$ cat config.mk
export PLATFORM = sky130hd
export DESIGN_NAME = multicycle_controller
export DESIGN_NICKNAME = d
export VERILOG_FILES = /design/src/rtl/mips_ctrl_pkg.sv /design/src/rtl/multicycle_controller_alu_ctrl_decode.sv /design/src/rtl/multicycle_controller.sv
export SDC_FILE = /design/constraint.sdc
export NUM_CORES = 1
export LEC_CHECK = 0
export BUFFER_PORTS_ARGS = -buffer_cell sky130_fd_sc_hd__buf_2
export CAP_MARGIN = 20
export CORE_MARGIN = 2
export CORE_UTILIZATION = 30
export CTS_CLUSTER_DIAMETER = 120
export DETAILED_ROUTE_END_ITERATION = 10
export REMOVE_ABC_BUFFERS = 1
export SETUP_SLACK_MARGIN = 0.02
export SLEW_MARGIN = 20
export SYNTH_ARGS = -nofsm -noshare
export SYNTH_HDL_FRONTEND = slang
export SYNTH_SLANG_ARGS = --single-unit
$ cat constraint.sdc
create_clock -name clk -period 3.6 [get_ports clk]
set_input_delay 0.36 -clock clk [delete_from_list [all_inputs] [get_ports clk]]
set_output_delay 0.36 -clock clk [all_outputs]
set_load 0.01 [all_outputs]
$ cat src/rtl/mips_ctrl_pkg.sv
// Shared encodings for the Lab 4 multicycle MIPS controller: opcodes, functs,
// datapath select codes and the FSM state type.
package mips_ctrl_pkg;

  localparam logic [5:0] OpRtype = 6'b000000;
  localparam logic [5:0] OpLw    = 6'b100011;
  localparam logic [5:0] OpSw    = 6'b101011;
  localparam logic [5:0] OpJ     = 6'b000010;
  localparam logic [5:0] OpJal   = 6'b000011;
  localparam logic [5:0] OpBeq   = 6'b000100;
  localparam logic [5:0] OpBne   = 6'b000101;
  localparam logic [5:0] OpXori  = 6'b001110;
  localparam logic [5:0] OpAddi  = 6'b001000;

  localparam logic [5:0] FnJr  = 6'b001000;
  localparam logic [5:0] FnAdd = 6'b100000;
  localparam logic [5:0] FnSub = 6'b100010;
  localparam logic [5:0] FnSlt = 6'b101010;

  localparam logic [1:0] PcSrcAlu    = 2'd0;
  localparam logic [1:0] PcSrcAluOut = 2'd1;
  localparam logic [1:0] PcSrcJump   = 2'd2;
  localparam logic [1:0] PcSrcRegA   = 2'd3;

  localparam logic [1:0] SrcBRegB   = 2'd0;
  localparam logic [1:0] SrcBFour   = 2'd1;
  localparam logic [1:0] SrcBImm    = 2'd2;
  localparam logic [1:0] SrcBImmSh2 = 2'd3;

  localparam logic [1:0] AluAdd = 2'd0;
  localparam logic [1:0] AluSub = 2'd1;
  localparam logic [1:0] AluXor = 2'd2;
  localparam logic [1:0] AluSlt = 2'd3;

  localparam logic [1:0] RegDstRt = 2'd0;
  localparam logic [1:0] RegDstRd = 2'd1;
  localparam logic [1:0] RegDstRa = 2'd2;

  localparam logic [1:0] WbAluOut = 2'd0;
  localparam logic [1:0] WbMem    = 2'd1;
  localparam logic [1:0] WbPc     = 2'd2;

  typedef enum logic [3:0] {
    StFetch, StDecode, StExR, StWbR, StExI, StWbI, StMaddr, StMrd,
    StMwb, StMwr, StBr, StJmp, StJal, StJr, StTrap
  } state_e;

endpackage

$ cat src/rtl/multicycle_controller_alu_ctrl_decode.sv
// R-type funct to ALU operation decode; o_valid flags the arithmetic functs.
module alu_ctrl_decode
  import mips_ctrl_pkg::*;
(
  input  logic [5:0] i_funct,
  output logic [1:0] o_alu_op,
  output logic       o_valid
);

  always_comb begin
    o_alu_op = AluAdd;
    o_valid  = 1'b1;
    case (i_funct)
      FnAdd:   o_alu_op = AluAdd;
      FnSub:   o_alu_op = AluSub;
      FnSlt:   o_alu_op = AluSlt;
      default: o_valid  = 1'b0;
    endcase
  end

endmodule

$ cat src/rtl/multicycle_controller.sv
// Multicycle control FSM: sequences fetch/decode/execute/memory/writeback and
// drives every datapath select and strobe as a decode of the current state.
module multicycle_controller
  import mips_ctrl_pkg::*;
(
  input  logic       clk,
  input  logic       reset,
  input  logic [5:0] opcode,
  input  logic [5:0] funct,
  input  logic       alu_zero,
  input  logic       mem_ready,
  output logic       mem_rd,
  output logic       mem_wr,
  output logic       iord,
  output logic       ir_we,
  output logic       pc_we,
  output logic       reg_we,
  output logic [1:0] pc_src,
  output logic       alu_src_a,
  output logic [1:0] alu_src_b,
  output logic       imm_zext,
  output logic [1:0] alu_op,
  output logic [1:0] reg_dst,
  output logic [1:0] wb_src,
  output logic       instr_done,
  output logic       halted
);

  state_e     r_state;
  state_e     w_state_next;
  logic [1:0] w_alu_op_r;
  logic       w_funct_alu;
  logic       w_br_taken;

  alu_ctrl_decode u_alu_ctrl_decode (
    .i_funct  (funct),
    .o_alu_op (w_alu_op_r),
    .o_valid  (w_funct_alu)
  );

  assign w_br_taken = (opcode == OpBeq) ? alu_zero : ~alu_zero;

  always_ff @(posedge clk) begin
    if (reset) r_state <= StFetch;
    else       r_state <= w_state_next;
  end

  always_comb begin
    w_state_next = r_state;
    mem_rd = 1'b0; mem_wr = 1'b0; iord = 1'b0; ir_we = 1'b0;
    pc_we = 1'b0; reg_we = 1'b0; pc_src = PcSrcAlu; alu_src_a = 1'b0;
    alu_src_b = SrcBRegB; imm_zext = 1'b0; alu_op = AluAdd; reg_dst = RegDstRt;
    wb_src = WbAluOut; instr_done = 1'b0; halted = 1'b0;
    // Outputs stay at their zero defaults for the whole reset cycle.
    if (!reset) begin
      case (r_state)
        StFetch: begin
          mem_rd = 1'b1;
          if (mem_ready) begin
            ir_we = 1'b1; pc_we = 1'b1; pc_src = PcSrcAlu;
            alu_src_b = SrcBFour; alu_op = AluAdd;
            w_state_next = StDecode;
          end
        end
        StDecode: begin
          alu_src_b = SrcBImmSh2;
          case (opcode)
            OpLw, OpSw:     w_state_next = StMaddr;
            OpAddi, OpXori: w_state_next = StExI;
            OpBeq, OpBne:   w_state_next = StBr;
            OpJ:            w_state_next = StJmp;
            OpJal:          w_state_next = StJal;
            OpRtype: begin
              if (funct == FnJr)    w_state_next = StJr;
              else if (w_funct_alu) w_state_next = StExR;
              else                  w_state_next = StTrap;
            end
            default:        w_state_next = StTrap;
          endcase
        end
        StExR: begin
          alu_src_a = 1'b1; alu_src_b = SrcBRegB; alu_op = w_alu_op_r;
          w_state_next = StWbR;
        end
        StWbR: begin
          reg_we = 1'b1; reg_dst = RegDstRd; wb_src = WbAluOut; instr_done = 1'b1;
          w_state_next = StFetch;
        end
        StExI: begin
          alu_src_a = 1'b1; alu_src_b = SrcBImm;
          if (opcode == OpXori) begin
            alu_op = AluXor; imm_zext = 1'b1;
          end
          w_state_next = StWbI;
        end
        StWbI: begin
          reg_we = 1'b1; reg_dst = RegDstRt; wb_src = WbAluOut; instr_done = 1'b1;
          w_state_next = StFetch;
        end
        StMaddr: begin
          alu_src_a = 1'b1; alu_src_b = SrcBImm;
          w_state_next = (opcode == OpLw) ? StMrd : StMwr;
        end
        StMrd: begin
          mem_rd = 1'b1; iord = 1'b1;
          if (mem_ready) w_state_next = StMwb;
        end
        StMwb: begin
          reg_we = 1'b1; reg_dst = RegDstRt; wb_src = WbMem; instr_done = 1'b1;
          w_state_next = StFetch;
        end
        StMwr: begin
          mem_wr = 1'b1; iord = 1'b1;
          if (mem_ready) begin
            instr_done = 1'b1;
            w_state_next = StFetch;
          end
        end
        StBr: begin
          alu_src_a = 1'b1; alu_src_b = SrcBRegB; alu_op = AluSub; instr_done = 1'b1;
          if (w_br_taken) begin
            pc_we = 1'b1; pc_src = PcSrcAluOut;
          end
          w_state_next = StFetch;
        end
        StJmp: begin
          pc_we = 1'b1; pc_src = PcSrcJump; instr_done = 1'b1;
          w_state_next = StFetch;
        end
        StJal: begin
          reg_we = 1'b1; reg_dst = RegDstRa; wb_src = WbPc;
          pc_we = 1'b1; pc_src = PcSrcJump; instr_done = 1'b1;
          w_state_next = StFetch;
        end
        StJr: begin
          pc_we = 1'b1; pc_src = PcSrcRegA; instr_done = 1'b1;
          w_state_next = StFetch;
        end
        StTrap:  halted = 1'b1;
        default: w_state_next = StFetch;
      endcase
    end
  end

endmodule

==> results of run 1 <==
[cells in the mapped netlist, types with 3 or more instances]
cell,instances
a21oi_1,12
and3_1,3
buf_2,8
buf_6,3
dfxtp_1,4
inv_1,3
nand2_1,7
nand2b_1,7
nand3_1,7
nand4_1,3
nor2_1,18
nor2b_1,4
nor3_1,4
nor4_1,3
nor4b_1,4
o21ai_0,4
or4_1,4
[metal layers]
layer  GRT usage  wire (µm)  up-vias
met5           0          0        -
met4      0.0357         21        0
met3      0.0352         75        2
met2       0.267       1320       18
met1       0.182       1220      536
li1            -          -      566
[logic make-up (layout without fill, tap and decap cells)]
family,Yosys count,after routing
and+or+nand+nor,74,74
AOI/OAI and AO/OA,40,40
buffers and inverters,18,41
DFF,4,4
xor gates and xnor gates,2,2
[final timing paths]
check / from / endpoint / slack, ns / cells after the start
setup reg to reg: r_state[0] / r_state[1] / 1.52 / 4
hold reg to reg: r_state[2] / r_state[2] / 0.81 / 2
setup / recovery: r_state[1] / pc_we / 1.23 / 5
hold / removal: mem_ready / r_state[0] / 0.50 / 2
[through the flow]
step                 util  cells  setup WS (ns)  hold slack (ns)  power [mW]
floorplan               -    123           1.74            0.432       0.393
global placement    0.364    189           1.58            0.743       0.507
detailed placement  0.364    189           1.51            0.768       0.516
CTS                 0.372    192           1.25            0.502       0.577
global route        0.372    192          0.983            0.515       0.640
finish              0.372    192           1.23            0.500       0.582
[power by group through the flow]
stage	combinational [mW]	clock, mW	sequential (mW)
floorplan	0.258	0	0.136
global placement	0.346	0	0.161
detailed placement	0.351	0	0.166
CTS	0.351	0.0608	0.165
global route	0.394	0.0664	0.179
finish	0.351	0.0607	0.171
[layout make-up]
cell class              count  area (µm²)  area share
multi-input cells         116         714       0.685
repair buffers             35         175       0.168
flip-flops and latches      4        80.1      0.0768
well taps                  31        38.8      0.0372
clock buffers               3        22.5      0.0216
inverters                   3        11.3      0.0108
==> out/qor.txt, run 1 <==
Tot GR Track Use: 0.150
CP Data Arrival Time: 2.01 ns
Logic pwr share: 0.603
Synth Warn #: 0
Via count: 1122
Worst slew pin tran: 0.912 ns
CP peak stage delay: 0.76 ns
CP delay by family, top: flip-flops
Slew headroom: 0.391
First-pass GRT wire length: 4.20 mm
Setup_tns: 0 ns
Die Span X: 58.7 µm
CTS tree: done
Final min period: 2.37 ns
Layout area overhead: 16.0%
Synthesized cell area: 898 µm²
Final net count: 179
H-tree depth: 1
Dpl hpwl: 1.90 mm
RSZ-0062 raised after global routing: false
# setup viols final: 0
Area fraction in compound gates after synthesis: 0.306
Max Cap Viol: 0
P_leak: 0.432 nW
Status: finished with violations
Synth top area share: 0.0891
Clock root buffer: clkbuf_4
Number of synthesized flops with an enable pin: 0
Xor/xnor share of the synthesized area: 0.0195
Number of detailed-route iterations in the first pass: 6
Worst-path cell chain: nor2b_1 > a21oi_1 > nand2b_1 > a311oi_1 > buf_2
CTS Sinks: 4
Pwr per Cell Area: 559 nW/µm²
Final GP Congestion: 0.776
CORE AREA: 2810 µm²
Top FF cell, synth: dfxtp_1
Post-Synth Simple-Gate Area: 0.469
Max Fanout on Critical Path: 23
Reg with most FFs: r_state
Initial drt markers: 20
Via density: 5.84
Initial Utilization: 0.320
Max frequency: 0.421 GHz
Largest family of logic cells by synthesized area: simple AND/OR/NAND/NOR gates
Antenna viol nets, final: 0
Yosys top cell by area: dfxtp_1
Die area: 3450 µm²
Max Buffers Root-to-Sink: 2
Postcts setup bufs: 0
P_int: 0.261 mW
Routed WL: 2.64 mm
Reg power frac: 0.293
Vias in the first global route: 997
Synth Register Bits: 4
Clk_lat worst skew: 0.24 ns
CP Buf/Inv Count: 1
Total gr overflow: 0
Final instance area: 1040 µm²
I/O pin count: 36
Commonest non-fill, non-tap cell in the layout: buf_2
Hold Crit Class: input port to flop
Largest net degree at the start of global routing: 31
Worst setup EP type: output pin
Psw: 0.321 mW
Leading cell types in the layout, fill and taps excluded: buf_2 (35), nor2_1 (18), a21oi_1 (12)
Synth async-reset ratio: 0
Ant diodes: 0
Sequential-to-total area share from yosys stat: 0.0891
Crit-path slowest cell: dfxtp_1
Die Height: 58.7 µm
Share of cells above drive strength 1: 0.267
Mux contribution to synthesized area: 0
Port bufs: 35
Clk network pwr share: 0.104
Max FFs per register: 4
Largest regs: r_state: 4 flops
Sw frac: 0.551
Post-CTS sizing: 0
Post-cts hold buffer count: 0
Failing checks: DRC
Row cnt: 19
Unique masters post-synth: 47
Hold Vio Cnt, Final: 0
Routed WL per cell: 13.7 µm
Max IR drop VDD: 0.000244 V
Fill count: 316
Synth top area cells: dfxtp_1 (8.9%), nor2_1 (7.5%), a21oi_1 (6.7%)
Drt drc: 1
Crit path launch type: flop
Clk_skew: 0.00348 ns
Initial antenna violation count: 0
Req. time, crit path: 3.24 ns
Worst setup path category: flop to output pin
Adder-cell share of the synthesized area: 0
Num CTS Buffers: 3
Avg Cell Area, Syn: 6.51 µm²
Syn Inst Count: 138
Clock transition at path regs: 0.04 ns
Max-slew violation count: 0
Tcrit/Tclk final: 0.660
Dpl cell area: 1020 µm²
Power figures use the tool's default switching activity.
==> run 2: changes to the inputs <==
--- a/config.mk
+++ b/config.mk
@@ -5,6 +5,7 @@
 export SDC_FILE = /design/constraint.sdc
 export NUM_CORES = 1
 export LEC_CHECK = 0
+export ABC_AREA = 1
 export BUFFER_PORTS_ARGS = -buffer_cell sky130_fd_sc_hd__buf_2
 export CAP_MARGIN = 20
 export CORE_MARGIN = 2
==> constraint.sdc (replaced) <==
create_clock -name clk -period 2.3 [get_ports clk]
set_input_delay 0.23 -clock clk [delete_from_list [all_inputs] [get_ports clk]]
set_output_delay 0.23 -clock clk [all_outputs]
set_load 0.01 [all_outputs]
==> run 2 against run 1 <==
Compared with the run above:
- the flow now finishes without violations
- synthesized area down 20%
- register-to-register slack worse by 0.65 ns
- wire length down 19%
- sequential power down 21%
- via count down 9.6%
- clock skew down 0.0021 ns
- worst hold slack worse by 0.15 ns
- first-iteration DRC count up 90%
- final cell count up 8.9%
- clock power up 37%
- clock-buffer cell count unchanged
- highest routed layer is now met3
==> out/qor.txt, run 2 <==
Status: completed
Via density: 4.85
Avg Cell Area, Syn: 4.93 µm²
Worst setup EP type: output pin
R2r setup slk: 0.87 ns
Commonest non-fill, non-tap cell in the layout: buf_2
Most common cell in the synthesized netlist: nor2_1
WHS Endpoint: r_state[0]
Reg with most FFs: r_state
Ant diodes: 0
Hold Crit Start: mem_ready
Slew headroom: 0.774
Initial antenna violation count: 0
Clock root buffer: clkbuf_4
Layout area overhead: 30.3%
CTS Sinks: 4
Dpl hpwl: 1.79 mm
Leading cell types in the layout, fill and taps excluded: buf_2 (35), nor2_1 (31), nand2_1 (29), inv_1 (24), nand3_1 (13)
Reg-to-Reg End: r_state[1]
Syn Inst Count: 146
Tcrit/Tclk final: 0.797
Worst reg-to-reg path cell count: 10
Max Cap Viol: 0
Routed WL: 2.14 mm
Routed WL per cell: 10.2 µm
Initial Utilization: 0.322
Drt drc: 0
Synth Warn #: 0
Final GP Congestion: 0.876
CORE AREA: 2230 µm²
Worst setup path category: flop to output pin
Synth top area cells: nor2_1 (16%), nand2_1 (15%), inv_1 (13%)
Crit path launch type: flop
CP Data Arrival Time: 1.60 ns
H-tree depth: 1
Port bufs: 35
Yosys top cell by area: nor2_1
Hold Vio Cnt, Final: 0
Placed cells: 206
Req. time, crit path: 2.07 ns
Initial drt markers: 38
CTS tree: done
Max-slew violation count: 0
Max frequency: 0.546 GHz
Reg2reg start: r_state[2]
Sequential-to-total area share from yosys stat: 0.111
Synth top area share: 0.162
Antenna viol nets, final: 0
Hold Crit Class: input port to flop
Clock transition at path regs: 0.04 ns
Worst slew pin tran: 0.339 ns
Clk_lat worst skew: 0.23 ns
Tot GR Track Use: 0.153
Synth async-reset ratio: 0
Post-CTS sizing: 0
Num CTS Buffers: 3
Post-cts hold buffer count: 0
Die area: 2810 µm²
Row cnt: 17
Final core utilization: 0.420
P_leak: 0.524 nW
Unique masters post-synth: 21
# setup viols final: 0
Max IR drop VDD: 0.000510 V
Largest regs: r_state: 4 flops
Die Span X: 53.0 µm
Max FFs per register: 4
Synthesized cell area: 719 µm²
RSZ-0062 raised after global routing: false
Max Buffers Root-to-Sink: 2
Number of detailed-route iterations in the first pass: 4
Post-synth top cells: nor2_1 (31), nand2_1 (29), inv_1 (24)
Number of synthesized flops with an enable pin: 0
Clk_skew: 0.00141 ns
Die Height: 53.0 µm
I/O pin count: 36
Top FF cell, synth: dfxtp_1
Final net count: 199
Via count: 1014
Final min period: 1.83 ns
Share of cells above drive strength 1: 0.260
Pwr per Cell Area: 710 nW/µm²
Largest net degree at the start of global routing: 22
Vias in the first global route: 877
Synth Register Bits: 4
Total gr overflow: 0
First-pass GRT wire length: 3.31 mm
Postcts setup bufs: 0
Cell depth of the worst hold path: 4
Setup_tns: 0 ns
Max Fanout on Critical Path: 7
Final Instance Count excl. Fillers: 209
==> run 2: changes by cell type in the layout (fill, tap and decap cells not counted), sizes merged, moves of 6 or more <==
cell | previous run | this run
nor2 | 18 | 36
nand2 | 7 | 30
nand3 | 7 | 13
nand2b | 7 | 0
inv | 3 | 26
==> run 2: through the flow <==
step,area (µm²),hold slack (ns),worst slack [ns],power (mW)
global route,937,0.371,0.298,0.741
global placement,915,0.534,0.644,0.576
detailed placement,915,0.536,0.655,0.577
CTS,937,0.346,0.480,0.667
floorplan,704,0.299,0.940,0.442
finish,937,0.353,0.468,0.665
==> run 2: how the worst max path moves through the flow <==
stage	start	end	slack, ns	cells past startpoint
floorplan	r_state[3]	pc_we	0.94	6
global placement	opcode[4]	pc_we	0.64	8
detailed placement	opcode[4]	pc_we	0.65	8
CTS	r_state[3]	pc_we	0.48	7
global route	r_state[1]	alu_op[1]	0.30	6
finish	r_state[1]	alu_op[1]	0.47	6
==> run 2: final cells by class <==
| class | count | area (µm²) |
|---|---|---|
| fill | 254 | 1300 |
| multi-input combinational | 113 | 527 |
| tap | 28 | 35.0 |
| clock buffer | 3 | 22.5 |
| timing repair buffer | 35 | 175 |
| sequential | 4 | 80.1 |
| inverter | 26 | 97.6 |
==> run 2: power breakdown <==
| part | total (mW) | leakage (nW) | switching (mW) | internal (mW) |
|---|---|---|---|---|
| registers | 0.135 | 0.0329 | 0.0396 | 0.0954 |
| clock network | 0.0834 | 0.0138 | 0.0253 | 0.0581 |
| logic | 0.447 | 0.478 | 0.293 | 0.154 |
| total | 0.665 | 0.524 | 0.358 | 0.308 |
==> run 2: layer usage <==
metal  GRT usage  vias up  share of wire
li1            -      541              -
met1       0.201      440           0.45
met2       0.263       33           0.48
met3     0.00847        0          0.069
met4      0.0556        0              0
met5           0        -              0
==> run 2: kinds of logic after synthesis <==
kind of cell | after synthesis | synth area share
DFF | 4 | 0.111
buffers and inverters | 29 | 0.157
and+or+nand+nor | 86 | 0.517
xor gates and xnor gates | 1 | 0.0122
AOI/OAI and AO/OA | 26 | 0.203
==> run 2: worst max-delay path: stages (launching register included) <==
cell	delay (ns)
dfxtp_1	0.36
nor2_1	0.22
inv_1	0.11
nor2_1	0.20
nand4_1	0.16
a21oi_1	0.18
buf_2	0.15
